File: config.mk
export PLATFORM = sky130hd
export DESIGN_NAME = pipelined_adder
export DESIGN_NICKNAME = d
export VERILOG_FILES = /design/src/rtl/pipelined_adder.sv
export SDC_FILE = /design/constraint.sdc
export NUM_CORES = 1
export LEC_CHECK = 0
export BUFFER_PORTS_ARGS = -buffer_cell sky130_fd_sc_hd__buf_2
export CORE_MARGIN = 5
export CORE_UTILIZATION = 57
export CTS_CLUSTER_SIZE = 28
export DETAILED_ROUTE_END_ITERATION = 7
export PLACE_DENSITY = 0.76
export REMOVE_ABC_BUFFERS = 1
export SYNTH_ARGS = -nofsm -noshare
export SYNTH_HDL_FRONTEND = slang
export SYNTH_SLANG_ARGS = --single-unit
File: constraint.sdc
create_clock -name clk -period 3.6 [get_ports clk]
set_input_delay 0.72 -clock clk [delete_from_list [all_inputs] [get_ports clk]]
set_output_delay 0.72 -clock clk [all_outputs]
set_load 0.005 [all_outputs]
File: src/rtl/pipelined_adder.sv
// pipelined_adder
//
// Two's-complement adder/subtractor whose WIDTH-bit carry chain is cut into
// CHUNK-bit ripple segments, one register stage per segment
// (STAGES = WIDTH/CHUNK). Stage k adds operand chunk k plus the carry
// registered by stage k-1. Operand bits that are not yet consumed travel
// forward with the beat. Sum chunks that are already resolved also travel
// forward, so the whole result lines up in the last stage. WIDTH must be a
// multiple of CHUNK. CHUNK == WIDTH gives a single registered adder.
//
// Ports:
//   clk        rising-edge clock
//   rst        asynchronous active-high reset (clears every stage)
//   in_valid   operand beat valid
//   in_ready   beat can be accepted this cycle (= !stall)
//   a, b       operands (WIDTH bits)
//   cin        carry in, used only when sub = 0
//   sub        0: a + b + cin, 1: a - b (a + ~b + 1)
//   out_valid  result beat valid
//   out_ready  consumer takes the result this cycle
//   sum        result (WIDTH bits, registered)
//   cout       carry out of the MSB (for sub = 1, 1 means no borrow)
//   ovf        signed overflow (carry into MSB xor carry out of MSB)

module pipelined_adder #(
  parameter int WIDTH = 16,
  parameter int CHUNK = 4
) (
  input  logic             clk,
  input  logic             rst,
  input  logic             in_valid,
  output logic             in_ready,
  input  logic [WIDTH-1:0] a,
  input  logic [WIDTH-1:0] b,
  input  logic             cin,
  input  logic             sub,
  output logic             out_valid,
  input  logic             out_ready,
  output logic [WIDTH-1:0] sum,
  output logic             cout,
  output logic             ovf
);

  localparam int STAGES = WIDTH / CHUNK;

  logic stall;
  logic advance;

  // A result held at the output freezes the whole pipe, bubbles included.
  assign stall    = out_valid & ~out_ready;
  assign advance  = ~stall;
  assign in_ready = advance;

  for (genvar k = 0; k < STAGES; k++) begin : g_stage
    // Operand bits still unresolved when a beat enters this stage.
    localparam int REM = WIDTH - k * CHUNK;

    logic [REM-1:0]           a_in;
    logic [REM-1:0]           b_in;
    logic                     c_in;
    logic                     v_in;
    logic [CHUNK:0]           part;
    logic [(k+1)*CHUNK-1:0]   s_nxt;
    logic [(k+1)*CHUNK-1:0]   s_q;
    logic                     c_q;
    logic                     v_q;

    if (k == 0) begin : g_src
      // Subtraction inverts B and forces the stage-0 carry to 1.
      assign a_in  = a;
      assign b_in  = sub ? ~b : b;
      assign c_in  = sub | cin;
      assign v_in  = in_valid;
      assign s_nxt = part[CHUNK-1:0];
    end else begin : g_src
      assign a_in  = g_stage[k-1].g_ops.a_q;
      assign b_in  = g_stage[k-1].g_ops.b_q;
      assign c_in  = g_stage[k-1].c_q;
      assign v_in  = g_stage[k-1].v_q;
      assign s_nxt = {part[CHUNK-1:0], g_stage[k-1].s_q};
    end

    // One CHUNK-bit ripple segment; the top bit is the carry to the next stage.
    assign part = {1'b0, a_in[CHUNK-1:0]} + {1'b0, b_in[CHUNK-1:0]}
                + {{CHUNK{1'b0}}, c_in};

    // Stage valid, carry and resolved sum bits; all hold while stalled.
    always_ff @(posedge clk or posedge rst) begin
      if (rst) begin
        v_q <= 1'b0;
        c_q <= 1'b0;
        s_q <= '0;
      end else if (advance) begin
        v_q <= v_in;
        c_q <= part[CHUNK];
        s_q <= s_nxt;
      end
    end

    if (k < STAGES - 1) begin : g_ops
      logic [REM-CHUNK-1:0] a_q;
      logic [REM-CHUNK-1:0] b_q;

      // Upper operand chunks that later stages still have to add.
      always_ff @(posedge clk or posedge rst) begin
        if (rst) begin
          a_q <= '0;
          b_q <= '0;
        end else if (advance) begin
          a_q <= a_in[REM-1:CHUNK];
          b_q <= b_in[REM-1:CHUNK];
        end
      end
    end else begin : g_last
      logic ovf_q;
      logic carry_into_msb;

      // Sum bit = a ^ b' ^ carry-in, so the carry into the MSB can be
      // recovered from the MSB sum bit without a separate tap in the chain.
      assign carry_into_msb = s_nxt[WIDTH-1] ^ a_in[CHUNK-1] ^ b_in[CHUNK-1];

      // Signed overflow flag, registered with the rest of the result.
      always_ff @(posedge clk or posedge rst) begin
        if (rst) begin
          ovf_q <= 1'b0;
        end else if (advance) begin
          ovf_q <= carry_into_msb ^ part[CHUNK];
        end
      end
    end
  end

  assign out_valid = g_stage[STAGES-1].v_q;
  assign sum       = g_stage[STAGES-1].s_q;
  assign cout      = g_stage[STAGES-1].c_q;
  assign ovf       = g_stage[STAGES-1].g_last.ovf_q;

endmodule

**Word-level counts from Yosys, hierarchy flattened**

Index checks and enable logic that the tools add are counted.

- Memory bits (writable): 0
- Bits in latches: 0
- ROM bits: 0
- Output and inout bits: 20
- Memories: 0
- Register bits: 97

- Shifts and indexed selects: 0
- Multiply operators: 0
- Divide/modulo/power cells: 0
- Add/subtract/negate cells: 8
- Eq/ne operators: 0
- Multiplexer cells: 1
- Reductions and logical operators: 0
- Bitwise operators: 8
- Order comparisons: 0

Operators with widths:

| kind | number |
|---|---|
| 4-bit by 4-bit adder with 5-bit output | 4 |
| 5-bit by 1-bit adder with 5-bit output | 4 |
| 16-bit two-way mux | 1 |
| 16-bit inverter | 1 |
| 1-bit bitwise XOR | 3 |
| 1-bit inverter | 2 |
| 1-bit AND | 1 |
| 1-bit OR | 1 |

**Depth between registers and ports, before layout**

Gate-level depths: netlist of the first run.

- Depth after elaboration: 5
- Depth in mapped cells: 8
- Depth with buffers taken out: 6

**Least setup slack after synthesis of the first run**

No wires, ideal clock.

- Path type: input to register
- Start: input sub
- End: register g_stage[0].c_q
- Setup time: 0.127 ns
- Slack: 0.855 ns
- Path buffers: 2
- Arrival time: 2.618 ns
- Cell stages on the path: 8
- Required time: 3.473 ns
- Path through: buf_2 buf_4 or2_2 fa_1 fa_1 a21o_1 a211oi_1 a21oi_1

- Cells in the longest elaborated chain, start to end: 3

Ends and longest elaborated chain:

| what | RTL line | RTL |
|---|---|---|
| start, declared | 36 | `input logic sub,` |
| 16-bit two-way mux | 71 | `assign b_in = sub ? ~b : b;` |
| 4-bit by 4-bit adder with 5-bit output | 84 | `assign part = {1'b0, a_in[CHUNK-1:0]} + {1'b0, b_in[CHUNK-1:0]}` |
| 5-bit by 1-bit adder with 5-bit output * | 85 | `+ {{CHUNK{1'b0}}, c_in};` |
| end signal, assigned | 95 | `c_q <= part[CHUNK];` |
| end, declared | 65 | `logic c_q;` |

Mark *: on every way between the ends. The rest lies on a longest branch, timed or not.
A chain may end at the register's enable or synchronous reset.

**Worst setup path after layout of the first run**

Same ends and word-level chain as after synthesis.

==> qor.yml, run 1 <==
routing:
  antenna_left: 0
  dr_total_vias: 2994
  post_drt_wl_per_cell_um: 11.7
  vias_per_cell: 4.88
  drt_iter0_drc: 98
  drcViolationCount: 0
  routed_wl_mm: 7.19
  dr.pass1.iters: 4
synthesis:
  ys_seq_area_share_pct: 56.5
  ys_types: 31
  yosys_warnings: 0
  yosysTopAreaCell: "dfrtp_1"
  synthCells: 459
  synth_top_area_share_pct: 56.5
  synth.cell_area_sq_um: 4300
  synthArstFlopShare_pct: 100
  synthTopCellsByArea: "dfrtp_1 (56%), nand2_1 (19%), fa_1 (3.7%), ha_1 (3.5%), o21ai_0 (2.9%)"
  synth_edf_count: 0
  synth_ff_type: "dfrtp_1"
  ys_seq_elements: 97
  synth_area_per_cell_sq_um: 9.36
sta:
  drv_slew: 0
  hold_viol_final: 0
  finalCriticalPeriod_ps: 2470
  skew_ps: 9.23
  timing.final.crit_share_pct: 68.6
  max_slew_margin_pct: 35.8
  timing.hold.ws_ps: 464
  fmax_ghz: 0.405
  setup_viol: 0
  worst_pin_slew_ps: 963
  rsz0062_at_grt: "false"
  fin_ws_ps: 1130
worst_setup_path:
  reg2reg_from: "g_stage[2].c_q"
  cp_num_buf_inv: 1
  crit_start: "sub"
  path_delay_family: "adder cells"
  r2r-end: "ovf"
  crit_path_frequent_cell: "fa_1"
  cp_max_fo: 17
  max_stage_delay_ps: 430
  critPathLaunchType: "input pin"
  cp.arrival_ps: 2660
  required_ps: 3800
  reg2reg_depth: 6
  cp_slowest_cell: "fa_1"
  worstSetupEndpointType: "flip-flop"
  crit_chain: "buf_2, or2_2, fa_1, fa_1, a21o_1, a211oi_1, a21oi_1"
  critPathKind: "input pin to flip-flop"
  reg2reg_slack_ps: 1520
pwr:
  max-vdd-ir-drop_mv: 0.288
  combPwrFrac_pct: 36.3
  power_frac_seq_pct: 46.4
  p_leak_nw: 2.54
  intPower_mw: 2.52
  clkPwrFrac_pct: 17.3
  power.density_nw_per_um2: 811
  switching_share_pct: 35.7
  power.switching_mw: 1.40
clock_tree:
  cts_sinks: 97
  cts_inserted_buffers: 9
  cts_setup_buffers: 0
  cts_resized: 0
  clockBufferDepth: 2
  hold_buffers: 0
  root_buffer: "clkbuf_8"
  cts_tree: "built"
  clkSlewWorstSetupHoldPaths_ps: 90
  ctsHtreeMaxLevel: 3
  clk_latency_ps: 350
floorplanning:
  start_util_pct: 58.9
  coreArea_sq_um: 7290
  die_h_um: 96.8
  fp.dieW_um: 96.8
  ios: 58
  dieArea_sq_um: 9370
  rows: 31
global_route:
  antenna_found_initial: 0
  grt_first_pass_wirelength_mm: 12.8
  grt-ovfl-total: 0
  grt_pass1_vias: 2991
  grt_max_degree: 103
  track_usage_pct: 16.3
placement:
  placement.cell_area_sq_um: 4640
  dp_hpwl_mm: 4.94
  port_buffers: 57
  pre_cts_ws_ps: 761
  gp_congestion: 0.768
layout:
  final_nets: 567
  drive_above_1_share_pct: 16.3
  diodes: 0
  layout_common_cells: "nand2_1 (215), dfrtp_1 (97), buf_2 (57)"
  final_area_sq_um: 4830
  synthToLayoutAreaGrowth_pct: 12.4
  final_common_cell: "nand2_1"
min_path:
  worst_hold_startpoint: "g_stage[2].v_q"
  worst_hold_path_type: "flip-flop to flip-flop"
  worstHoldPathCells: 2
  holdPathEnd: "g_stage[2].v_q"
run:
  drv_cap: 0
status:
  status: "complete, no violations"
==> per-layer routing <==
metal | part of all wire (%) | global-route usage, % | wire, um
met1 | 45 | 19.7 | 3260
met2 | 49 | 28.4 | 3560
met3 | 3.4 | 2.88 | 244
met4 | 1.8 | 7.34 | 126
met5 | 0 | 0 | 0
==> logic make-up (layout without fill, tap and decap cells) <==
kind of cell               after synthesis  count (layout)  synth area share, %
adders and majority gates               20              20                 7.22
buffers and inverters                   35              90                 3.67
and+or+nand+nor                        236             236                 21.4
AOI/OAI and AO/OA                       49              49                 6.76
xor gates and xnor gates                22              22                 4.48
DFF                                     97              97                 56.5
==> worst max path at each step <==
stage | to | cells after the start
CTS | g_stage[0].c_q | 7
floorplan | in_ready | 2
finish | g_stage[0].c_q | 7
detailed placement | g_stage[0].c_q | 7
global placement | g_stage[0].c_q | 7
global route | g_stage[0].c_q | 7
==> sequential cells by signal, indices dropped and copies added (netlist names) <==
name	flops
cout	1
ovf	1
g_stage.c_q	3
out_valid	1
sum	16
g_stage.g_ops.b_q	24
g_stage.s_q	24
g_stage.g_ops.a_q	24
g_stage.v_q	3
==> worst min-delay path, stage by stage (launching register included) <==
cell and delay, ps:
dfrtp_1 340, nand2_1 50, nand2_1 50
==> cell usage after synthesis (2+ instances only) <==
master,number
nand2_1,215
nor2_1,10
a211oi_1,2
fa_1,8
a21oi_1,11
o21ai_0,25
inv_1,12
buf_2,18
a21o_1,3
xor2_1,10
ha_1,12
nor2b_1,4
clkbuf_1,4
dfrtp_1,97
xnor2_1,12
==> area by class of cell <==
type,count,area (sq um)
Timing Repair Buffer,62,323
Sequential cell,97,2430
Clock inverter,5,56.3
Multi-Input combinational cell,327,1720
Clock buffer,11,131
Fill cell,644,2460
Inverter,12,47.5
Tap cell,99,124
==> through the flow <==
step	total power, mW	TNS, ps	std cells	utilization (%)
2_1_floorplan	2.89	-285840	436	-
3_3_place_gp	3.20	0	597	63.6
3_5_place_dp	3.30	0	597	63.6
4_1_cts	3.98	0	613	66.2
5_1_grt	4.28	0	613	66.2
6_report	3.92	0	613	66.2
==> power groups by stage <==
stage | clock, mW | sequential, mW | combinational (mW)
after CTS | 0.696 | 1.83 | 1.46
after detailed placement | 0 | 1.85 | 1.45
after global placement | 0 | 1.83 | 1.37
after floorplan | 0 | 1.82 | 1.07
after global routing | 0.739 | 1.89 | 1.66
final | 0.677 | 1.82 | 1.42
(Power assumes the default switching activity.)
==> inputs of run 2 (changes only) <==
CORE_UTILIZATION = 52   (was 57)
PLACE_DENSITY = 0.73   (was 0.76)
clock period = 2.05 ns   (was 3.6 ns; I/O delays follow)
==> run 2 against run 1 <==
Compared with the run above:
- non-clock buffer count grew 6
- via count grew 1.0%
- sequential power grew 77%
- global-route usage grew 0.36 points
- die area grew 8.6%
- final cell count grew 2.0%
- setup slack lost 990 ps
- sequential cell count is the same
- first-iteration DRC count grew 24%
- critical path depth shrank 1
- highest routed layer unchanged
==> qor.yml, run 2 (synthesis results as in run 1) <==
layout:
  layout_common_cells: "nand2_1 (215), dfrtp_1 (97), buf_2 (57)"
  top_regs: "g_stage.g_ops.a_q (24), g_stage.g_ops.b_q (24), g_stage.s_q (24)"
  final_nets: 573
  diodes: 0
  drive_above_1_share_pct: 17.9
  stdcell_count: 625
  synthToLayoutAreaGrowth_pct: 14.6
  utilization_pct: 60.5
  final_common_cell: "nand2_1"
sta:
  setup_tns_ps: 0
  max_slew_margin_pct: 68.8
  worst_pin_slew_ps: 468
  finalCriticalPeriod_ps: 1910
  timing.final.crit_share_pct: 93.2
  setup_viol: 0
  fin_ws_ps: 139
  drv_slew: 0
  skew_ps: 7.77
  hold_viol_final: 0
  rsz0062_at_grt: "false"
  fmax_ghz: 0.523
routing:
  post_drt_wl_per_cell_um: 12.4
  antenna_left: 0
  drt_iter0_drc: 122
  dr.pass1.iters: 4
  routed_wl_mm: 7.74
  drcViolationCount: 0
  vias_per_cell: 4.84
  dr_total_vias: 3024
worst_setup_path:
  r2r-end: "ovf"
  required_ps: 2320
  reg2reg_depth: 6
  reg2reg_from: "g_stage[2].c_q"
  critPathKind: "flip-flop to flip-flop"
  reg2reg_slack_ps: 140
  crit_start: "g_stage[2].c_q"
  cp.arrival_ps: 2180
  critPathLaunchType: "flip-flop"
  worstSetupEndpointType: "flip-flop"
  endpoint: "ovf"
  cp_max_fo: 3
global_route:
  grt_first_pass_wirelength_mm: 13.7
  grt_pass1_vias: 3103
  grt-ovfl-total: 0
  track_usage_pct: 16.7
  antenna_found_initial: 0
  grt_max_degree: 67
clock_tree:
  root_buffer: "clkbuf_8"
  clk_latency_ps: 350
  cts_inserted_buffers: 9
  clockBufferDepth: 2
  ctsHtreeMaxLevel: 3
  clkSlewWorstSetupHoldPaths_ps: 90
  hold_buffers: 0
  cts_tree: "built"
  cts_setup_buffers: 0
  cts_sinks: 97
min_path:
  worst_hold_path_type: "input pin to async pin"
placement:
  port_buffers: 57
  pre_cts_ws_ps: -209
  dp_hpwl_mm: 5.42
  gp_congestion: 0.762
  placed_cells: 609
pwr:
  p_leak_nw: 2.57
  max-vdd-ir-drop_mv: 0.500
  power.density_nw_per_um2: 1430
floorplanning:
  start_util_pct: 52.8
  dieArea_sq_um: 10200
  fp.dieW_um: 101
  coreArea_sq_um: 8130
  ios: 58
  die_h_um: 101
  rows: 33
status:
  status: "complete, no violations"
run:
  drv_cap: 0
-- run 2: cell types whose count changed in the layout (fill, tap and decap cells not counted), sizes merged --
cell	delta
clkinv	-3
clkbuf	+1
buf	+6
clkinvlp	+2
-- run 2: layer usage --
metal | vias to the layer above | routed length (um) | track usage, % | share of wire [%]
li1 | 1541 | - | - | -
met1 | 1429 | 3310 | 20.1 | 43
met2 | 49 | 4030 | 29.9 | 52
met3 | 5 | 339 | 3.46 | 4.4
met4 | 0 | 63 | 5.11 | 0.81
met5 | - | 0 | 0 | 0
-- run 2: where the power goes --
group | internal (mW) | leakage (nW) | switching (mW)
clock | 0.599 | 0.0888 | 0.629
combinational | 1.15 | 1.31 | 1.43
sequential | 2.77 | 1.17 | 0.456
-- run 2: through the flow --
step	cell area (sq um)	power (mW)	hold slack, ps
3_3_place_gp	4720	5.69	443
5_1_grt	4920	7.72	93.7
6_report	4920	7.03	74.9
2_1_floorplan	4180	5.07	430
4_1_cts	4920	7.12	74.2
3_5_place_dp	4720	5.87	447
-- run 2: worst min path at each step --
stage / end / cells past startpoint / slack, ps / from
finish: g_stage[0].g_ops.a_q[11] / 2 / 70 / rst
global route: sum[0] / 2 / 90 / rst
CTS: g_stage[0].g_ops.a_q[11] / 2 / 70 / rst
detailed placement: g_stage[2].v_q / 2 / 450 / g_stage[2].v_q
global placement: g_stage[2].v_q / 2 / 440 / g_stage[2].v_q
floorplan: g_stage[2].v_q / 2 / 430 / g_stage[2].v_q
-- run 2: timing repair --
| item | in CTS | in global routing |
|---|---|---|
| hold endpoints to repair | 0 | 0 |
| endpoints found under the setup margin | 1 | 1 |
| pin swaps | 0 | 0 |
| gates resized for setup | 1 | 2 |
| gates cloned | 0 | 0 |
-- run 2: worst max-delay path, cell delays in order, from the launching register on --
cell and delay, ps:
dfrtp_1 410, fa_2 410, fa_2 360, nand3_1 150, a21oi_2 90, o211a_1 240
o31ai_2 170
-- run 2: final cells by class --
type                            count  area, sq um
Fill cell                         718         3210
Clock inverter                      4         52.6
Timing Repair Buffer               68          393
Sequential cell                    97         2430
Tap cell                          105          131
Clock buffer                       12          145
Multi-Input combinational cell    327         1730
Inverter                           12         47.5
==> inputs of run 3 (changes only) <==
CORE_UTILIZATION = 50   (was 52)
PLACE_DENSITY = 0.82   (was 0.73)
clock period = 2.2 ns   (was 2.05 ns; I/O delays follow)
==> run 3 against run 2 <==
Compared with the run above:
- register-to-register slack about the same
- largest cell class unchanged
- utilization down 1.5 points
- first-iteration DRC count down 2.5%
- critical endpoint unchanged
- combinational power down 8%
- total power down 7.1%
- maximum frequency down 7.1%
- highest routed layer unchanged
==> qor.yml, run 3 (synthesis results as in run 1) <==
placement:
  dp_hpwl_mm: 5.26
  placement.cell_area_sq_um: 4700
  gp_congestion: 0.752
  port_buffers: 57
routing:
  dr.pass1.iters: 4
  post_drt_wl_per_cell_um: 12.3
  dr_total_vias: 2993
  routed_wl_mm: 7.65
  drt_iter0_drc: 119
  vias_per_cell: 4.83
  drcViolationCount: 0
  antenna_left: 0
layout:
  layout_common_cells: "nand2_1 (215), dfrtp_1 (97), buf_2 (57)"
  final_common_cell: "nand2_1"
  diodes: 0
  top_regs: "g_stage.g_ops.a_q (24), g_stage.g_ops.b_q (24), g_stage.s_q (24)"
  final_nets: 569
  final_area_sq_um: 4900
  drive_above_1_share_pct: 16.5
  synthToLayoutAreaGrowth_pct: 14.0
  fillers: 735
clock_tree:
  cts_inserted_buffers: 9
  clk_latency_ps: 350
  hold_buffers: 0
  root_buffer: "clkbuf_8"
  cts_sinks: 97
  clockBufferDepth: 2
  clkSlewWorstSetupHoldPaths_ps: 90
  cts_tree: "built"
  cts_resized: 0
  ctsHtreeMaxLevel: 3
  cts_setup_buffers: 0
floorplanning:
  start_util_pct: 51.8
  rows: 33
  coreArea_sq_um: 8300
  fp.dieW_um: 103
  die_h_um: 103
  dieArea_sq_um: 10500
  ios: 58
worst_setup_path:
  reg2reg_from: "g_stage[2].c_q"
  worstSetupEndpointType: "flip-flop"
  required_ps: 2470
  reg2reg_depth: 6
  critPathKind: "flip-flop to flip-flop"
  reg2reg_slack_ps: 140
  cp_max_fo: 3
  cp.arrival_ps: 2320
  r2r-end: "ovf"
  critPathLaunchType: "flip-flop"
pwr:
  switching_share_pct: 35.5
  clkPwrFrac_pct: 17.7
  power.switching_mw: 2.32
  intPower_mw: 4.22
  max-vdd-ir-drop_mv: 0.559
  power.density_nw_per_um2: 1330
  p_leak_nw: 2.56
  combPwrFrac_pct: 36.4
  power_frac_seq_pct: 45.9
run:
  drv_cap: 0
sta:
  finalCriticalPeriod_ps: 2060
  skew_ps: 9.63
  rsz0062_at_grt: "false"
  fmax_ghz: 0.486
  worst_pin_slew_ps: 500
  max_slew_margin_pct: 66.6
  hold_viol_final: 0
  timing.hold.ws_ps: 200
  setup_viol: 0
  drv_slew: 0
  timing.final.crit_share_pct: 93.5
global_route:
  grt_first_pass_wirelength_mm: 13.6
  track_usage_pct: 16.4
  grt-ovfl-total: 0
  antenna_found_initial: 0
  grt_max_degree: 103
  grt_pass1_vias: 3073
status:
  status: "complete, no violations"
min_path:
  worst_hold_path_type: "input pin to async pin"
-- run 3: worst max-delay path by stage --
stage	startpoint	end	slack [ps]	depth (start not counted)
floorplan	out_ready	sum[15]	-4610	3
global placement	sub	g_stage[0].c_q	-50	7
detailed placement	sub	g_stage[0].c_q	-120	7
CTS	g_stage[2].c_q	ovf	140	6
global route	g_stage[2].c_q	ovf	70	6
finish	g_stage[2].c_q	ovf	140	6
-- run 3: final cells by class --
cell class,instances,area [sq um],share of cell area [%]
sequential,97,2430,49.6
inverter,12,47.5,0.971
clock inverter,2,37.5,0.766
timing repair buffer,64,375,7.66
clock buffer,13,159,3.24
tap,105,131,2.68
multi-input combinational,327,1720,35.1
-- run 3: stage by stage --
step	power (mW)	setup WS [ps]	utilization (%)	setup TNS [ps]	std cells
4_1_cts	6.64	138	59.0	0	620
6_report	6.53	142	59.0	0	620
3_5_place_dp	5.48	-122	56.6	-124	605
3_3_place_gp	5.28	-48.3	56.6	-48.3	605
5_1_grt	7.18	67.5	59.0	0	620
2_1_floorplan	4.72	-4610	-	-470370	436
-- run 3: power by group through the flow --
stage	sequential, mW	clock (mW)	combinational (mW)
after floorplan	2.97	0	1.75
after global placement	3.00	0	2.28
after detailed placement	3.05	0	2.43
after CTS	3.01	1.20	2.44
after global routing	3.11	1.27	2.80
final	3.00	1.16	2.38
-- run 3: per-layer routing --
layer  GRT usage (%)  wire, um
met1            19.6      3270
met2            29.3      3990
met3            4.06       313
met4            4.54        76
met5               0         0
-- run 3: critical path, stage by stage (launching register included) --
cell	delay (ps)
dfrtp_1	410
fa_1	470
fa_1	420
nand3_1	150
a21oi_1	110
o211a_1	250
o31ai_2	180
